`src/rtl/roulette_wheel_spinner.sv`:
```
// roulette_wheel_spinner
//   Produces the 5-bit random number for the roulette game. A spin request starts the wheel at
//   a position taken from a free-running LFSR, steps it with ever-longer intervals (deceleration)
//   and finally lands, presenting the result until the next accepted request.
// Ports
//   i_clk        system clock, posedge
//   i_reset      asynchronous, active-high; returns to IDLE with all outputs cleared
//   i_spin_req   request a spin; honoured in IDLE or DONE, ignored while spinning
//   o_randnum    landed result, stable while o_num_valid is high
//   o_num_valid  high from landing until the next accepted request or reset
//   o_spin_done  one-cycle pulse on landing
//   o_busy       high while the wheel is spinning
//   o_wheel_pos  live wheel position for the display (0 in IDLE)
module roulette_wheel_spinner #(
    parameter int unsigned NUM_MAX   = 31,
    parameter int unsigned CNT_W     = 26,
    parameter int unsigned START_DIV = 2_500_000,
    parameter int unsigned STEP_DIV  = 500_000,
    parameter int unsigned STOP_DIV  = 25_000_000,
    parameter logic [15:0] SEED      = 16'hACE1
) (
    input  logic       i_clk,
    input  logic       i_reset,
    input  logic       i_spin_req,
    output logic [4:0] o_randnum,
    output logic       o_num_valid,
    output logic       o_spin_done,
    output logic       o_busy,
    output logic [4:0] o_wheel_pos
);

    // One extra bit so interval + STEP_DIV never overflows before the stop compare.
    localparam int unsigned IW = CNT_W + 1;

    localparam logic [IW-1:0] START_V  = IW'(START_DIV);
    localparam logic [IW-1:0] STEP_V   = IW'(STEP_DIV);
    localparam logic [IW-1:0] STOP_V   = IW'(STOP_DIV);
    localparam logic [5:0]    NUM_MOD  = 6'(NUM_MAX + 1);
    // An all-zero LFSR would lock up.
    localparam logic [15:0]   SEED_V   = (SEED == 16'h0000) ? 16'h0001 : SEED;

    typedef enum logic [1:0] {StIdle, StSpin, StDone} state_t;

    state_t           r_state, w_state_next;
    logic [15:0]      r_lfsr, w_lfsr_next;
    logic [4:0]       r_pos, w_pos_next;
    logic [CNT_W-1:0] r_tick, w_tick_next;
    logic [IW-1:0]    r_interval, w_interval_next;
    logic [4:0]       r_randnum, w_randnum_next;
    logic             r_num_valid, w_num_valid_next;
    logic             r_spin_done, w_spin_done_next;
    logic             r_busy, w_busy_next;

    logic             w_lfsr_fb;
    logic [IW-1:0]    w_int_step;
    logic             w_tick_last;
    logic [4:0]       w_pos_inc;

    // Bring v (at most 2*NUM_MAX+1) back into 0..NUM_MAX.
    function automatic logic [4:0] wrap(input logic [5:0] v);
        logic [5:0] t;
        t = (v >= NUM_MOD) ? (v - NUM_MOD) : v;
        return t[4:0];
    endfunction

    always_comb begin
        // Fibonacci LFSR, taps 16,14,13,11
        w_lfsr_fb   = r_lfsr[15] ^ r_lfsr[13] ^ r_lfsr[12] ^ r_lfsr[10];
        w_lfsr_next = {r_lfsr[14:0], w_lfsr_fb};

        w_int_step  = r_interval + STEP_V;
        w_tick_last = ({1'b0, r_tick} == (r_interval - IW'(1)));
        w_pos_inc   = wrap({1'b0, r_pos} + 6'd1);

        w_state_next     = r_state;
        w_pos_next       = r_pos;
        w_tick_next      = r_tick;
        w_interval_next  = r_interval;
        w_randnum_next   = r_randnum;
        w_num_valid_next = r_num_valid;
        w_spin_done_next = 1'b0;
        w_busy_next      = r_busy;

        case (r_state)
            StIdle, StDone: begin
                if (i_spin_req) begin
                    w_state_next     = StSpin;
                    w_pos_next       = wrap({1'b0, r_lfsr[4:0]});
                    w_tick_next      = '0;
                    w_interval_next  = START_V;
                    w_busy_next      = 1'b1;
                    w_num_valid_next = 1'b0;
                end
            end
            StSpin: begin
                w_tick_next = r_tick + CNT_W'(1);
                if (w_tick_last) begin
                    w_tick_next     = '0;
                    w_pos_next      = w_pos_inc;
                    w_interval_next = w_int_step;
                    // Land when the next interval would be too slow.
                    if (w_int_step > STOP_V) begin
                        w_state_next     = StDone;
                        w_randnum_next   = w_pos_inc;
                        w_num_valid_next = 1'b1;
                        w_spin_done_next = 1'b1;
                        w_busy_next      = 1'b0;
                    end
                end
            end
            default: begin
                w_state_next = StIdle;
            end
        endcase
    end

    always_ff @(posedge i_clk or posedge i_reset) begin
        if (i_reset) begin
            r_state     <= StIdle;
            r_lfsr      <= SEED_V;
            r_pos       <= '0;
            r_tick      <= '0;
            r_interval  <= '0;
            r_randnum   <= '0;
            r_num_valid <= 1'b0;
            r_spin_done <= 1'b0;
            r_busy      <= 1'b0;
        end else begin
            r_state     <= w_state_next;
            r_lfsr      <= w_lfsr_next;
            r_pos       <= w_pos_next;
            r_tick      <= w_tick_next;
            r_interval  <= w_interval_next;
            r_randnum   <= w_randnum_next;
            r_num_valid <= w_num_valid_next;
            r_spin_done <= w_spin_done_next;
            r_busy      <= w_busy_next;
        end
    end

    assign o_randnum   = r_randnum;
    assign o_num_valid = r_num_valid;
    assign o_spin_done = r_spin_done;
    assign o_busy      = r_busy;
    assign o_wheel_pos = (r_state == StIdle) ? 5'd0 : r_pos;

endmodule
```
`config.mk`:
```
export PLATFORM = sky130hd
export DESIGN_NAME = roulette_wheel_spinner
export DESIGN_NICKNAME = d
export VERILOG_FILES = /design/src/rtl/roulette_wheel_spinner.sv
export SDC_FILE = /design/constraint.sdc
export NUM_CORES = 1
export LEC_CHECK = 0
export BUFFER_PORTS_ARGS = -buffer_cell sky130_fd_sc_hd__buf_2
export CAP_MARGIN = 20
export CORE_ASPECT_RATIO = 0.8
export CORE_MARGIN = 1
export CORE_UTILIZATION = 60
export CTS_CLUSTER_SIZE = 28
export DETAILED_ROUTE_END_ITERATION = 8
export PLACE_DENSITY = 0.79
export SETUP_SLACK_MARGIN = 0.15
export SYNTH_ARGS = -nofsm -noshare
export SYNTH_HDL_FRONTEND = slang
export SYNTH_SLANG_ARGS = --single-unit
```
`constraint.sdc`:
```
create_clock -name i_clk -period 4.4 [get_ports i_clk]
set_input_delay 0.88 -clock i_clk [delete_from_list [all_inputs] [get_ports i_clk]]
set_output_delay 0.88 -clock i_clk [all_outputs]
set_load 0.01 [all_outputs]
```
==> flow_summary.toml <==
[synthesis]
synth-xor-area-share_pct = 6.95
ys_seq_area_share_pct = 37.9
ys_types = 73
synth_compound_area_share_pct = 20.9
syn-num-nets = 597
yosysWarningCount = 0
synth_edf_count = 0
synthMuxAreaShare_pct = 2.08
syn_avg_cell_area_um2 = 8.89
syn-cell-area_um2 = 5240
synth_top_family_by_area = "simple AND/OR/NAND/NOR gates"
ys_seq_elements = 79
synthAdderAreaFrac_pct = 1.19
synthSimpleGateAreaFrac_pct = 25.8
synth_cells = 589
yosys_most_used_dff = "dfrtp_1"
async_reset_ff_share_pct = 100

[power_and_ir_drop]
p_leak_uw = 0.00253
ir_drop_mv = 0.209
p_per_area_nw_per_um2 = 395

[place]
gp_congestion = 0.962
place_hpwl_um = 9670
dp.cells = 686
dpl-instance-area_um2 = 5370
numPortBuffers = 15
post-place-ws_ps = 612

[finish]
fin_nets = 593
seq_area_um2 = 1990
diodes = 0
postLayoutCoreUtil_pct = 66.0
design_area_um2 = 5600
area_delta_synth_final_pct = 6.81
final_layout_size_suffix_gt1_share_pct = 12.7
multi_input_area_um2 = 2980
fillerInstances = 722
final_cell_count_no_fill = 702

[critical_path]
critical_path_buf_inv_count = 2
path_delay_family = "simple AND/OR/NAND/NOR gates"
start_kind = "flop"
critPathSlowestCell = "dfrtp_1"
crit_start = "r_interval[5]"
worstReg2RegEnd = "o_randnum[2]"
critPathRequiredTime_ps = 4650
slowest_delay_ps = 510
crit_chain = "inv_1 > ha_1 > nor4b_4 > nand4_1 > or4_1 > a22o_1 > a2111oi_0 > and4_1 > nor2b_1 > buf_4 > mux2_1"
worstPathMaxFanout = 12
crit_type = "flop to flop"
arrival_ps = 4130
r2r_slack_ps = 520
worst_r2r_path_depth = 11
worstReg2RegStart = "r_interval[5]"
crit_path_end_kind = "flop"

[timing]
worst_pin_slew_ps = 934
period_share_pct = 88.2
fin_skew_ps = 10.8
hold_viol_final = 0
setup_viol = 0
rsz0062_at_grt = "no"
fmax_ghz = 0.258
max_slew_margin_pct = 37.7
setup_tns_ps = 0
fin_crit_ps = 3880
maxSlewViolCount = 0
setup_ws_ps = 520

[min_path]
hold-path-endpoint = "r_lfsr[7]"
whs_path_depth = 0
min_path_type = "flop to flop"
min-delay-start = "r_lfsr[6]"

[global_route]
grt_pass1_wl_um = 21700
grt_overflow = 0
antenna_found_initial = 0
grt_max_degree = 56
grt.total_usage_pct = 30.9
grt_pass1_vias = 4241

[floorplan]
core-area_um2 = 8480
initial_utilization_pct = 61.8
die_h_um = 85.6
die_w_um = 106
io_pins = 16
rows = 30
dieArea_um2 = 9110

[drt]
drtIter0Drc = 556
first_pass_iters = 7
drc = 0
viasPerCell = 6.67
wire_per_inst_um = 19.3
dr_total_vias = 4683
routed_wl_um = 13500
antenna_left = 0

[flow_run]
drv.max_cap_violation_count = 0

[clock_tree]
numCtsBuffers = 9
cts.reportedPaths.clkPinSlew_ps = 80
clkLatencyLatePin_ps = 370
htreeDepth = 3
cts_hold_buf = 0
cts_tree = "built"
cts_resized = 0
post_cts_buffers = 0
root_buffer = "clkbuf_8"
cts_buffer_depth = 2
cts_sinks = 79

[run_status]
status = "finished clean"
==> Yosys cell counts (3+ instances only) <==
master     n  share of area [%]
dfrtp_1   71                 34
nand2_1   45                3.2
a21oi_1   39                3.7
clkbuf_1  31                2.2
nand3_1   29                2.8
nor2_1    26                1.9
a31oi_1   24                2.9
xnor2_1   23                3.8
inv_1     20                1.4
nand2b_1  19                2.3
o21ai_0   19                1.8
and3_1    18                2.1
nor3_1    17                1.6
xor2_1    16                2.7
o22ai_1   13                1.6
a211oi_1  11                1.6
a21o_1    11                1.6
nor2b_1   10                1.2
nor4_1    10                1.2
dfstp_2    8                4.0
nand4_1    8               0.96
buf_2      7               0.67
or3_1      7               0.84
ha_1       5                1.2
o31a_1     5               0.84
or4_1      5               0.72
a22o_1     4               0.67
a41oi_1    4               0.67
mux2_1     4               0.86
o211ai_1   4               0.57
o31ai_1    4               0.57
and4b_1    3               0.57
buf_6      3               0.64
mux2_2     3               0.64
mux2i_1    3               0.57
nor4_2     3               0.72
o21bai_1   3               0.43
o311a_1    3               0.57
or2_2      3               0.36
==> metal layers <==
layer  part of all wire (%)  GRT usage [%]  vias up  routed length [µm]
met5                      0              0        -                   0
li1                       -              -     2175                   -
met1                     45           43.8     2267                6040
met3                    8.7           8.51       31                1180
met4                    1.6           8.84        0                 214
met2                     45           46.8      210                6090
==> sequential cells by signal (all words and copies together) (netlist names) <==
register and cells:
o_randnum 5, r_tick 26, r_state 2, r_lfsr 16
o_num_valid 1, o_spin_done 1, r_interval 22, o_busy 1
r_pos 5
==> worst reg2reg max path, stage by stage, from the launching register on <==
cell and delay, ps:
dfrtp_1 510, inv_1 130, ha_1 270, nor4b_4 450, nand4_1 260, or4_1 460, a22o_1 270, a2111oi_0 380
and4_1 310, nor2b_1 180, buf_4 200, mux2_1 340
==> layout by cell type (no fill, tap or decap), types with 5 or more instances in the layout <==
master and count:
nor2_1 26, or3_1 7, clkbuf_8 10, dfrtp_1 71, xnor2_1 23, ha_1 5
buf_4 12, and3_1 18, or4_1 5, nand2_1 45, inv_1 19, xor2_1 16
buf_2 15, o21ai_0 19, a31oi_1 24, nor2b_1 10, a21o_1 11, dfstp_2 8
nand3_1 29, nand4_1 8, nand2b_1 19, a211oi_1 11, o22ai_1 13, nor3_1 17
a21oi_1 39, o31a_1 5, nor4_1 10
==> kinds of logic (layout without fill, tap and decap cells) <==
group,after synthesis,after routing
compound gates,164,164
buf+inv,63,64
xor+xnor,40,40
mux,10,10
flops,79,79
simple gates,228,228
fa+ha+maj,5,5
==> stage by stage <==
| stage | hold slack [ps] | total power [µW] |
|---|---|---|
| 2_1_floorplan | 331 | 1450 |
| 3_3_place_gp | 342 | 1570 |
| 3_5_place_dp | 338 | 1600 |
| 4_1_cts | 361 | 2210 |
| 5_1_grt | 364 | 2340 |
| 6_report | 359 | 2210 |
==> where the power goes <==
group | leakage, µW | internal [µW] | total (µW) | switching (µW)
Combinational | 0.00145 | 264 | 589 | 326
Sequential | 0.000966 | 829 | 1020 | 187
Clock | 0.000110 | 335 | 606 | 271
Total | 0.00253 | 1430 | 2210 | 784
==> cell type report <==
| type | instances | area share [%] |
|---|---|---|
| inverters | 20 | 1.36 |
| multi-input cells | 447 | 53.3 |
| well taps | 112 | 2.50 |
| clock inverters | 5 | 1.45 |
| repair buffers | 28 | 3.31 |
| flip-flops and latches | 79 | 35.5 |
| clock buffers | 11 | 2.53 |
==> how the worst max path moves through the flow <==
stage                               to  slack (ps)  depth (start not counted)
after floorplan           o_randnum[1]         960                         13
after global placement        r_pos[3]         830                         10
after detailed placement  o_randnum[2]         610                         11
after CTS                 o_randnum[2]         580                         11
after global routing      o_randnum[2]         330                         11
final                     o_randnum[2]         520                         11
Note: power is estimated with default switching activity, not from simulation.
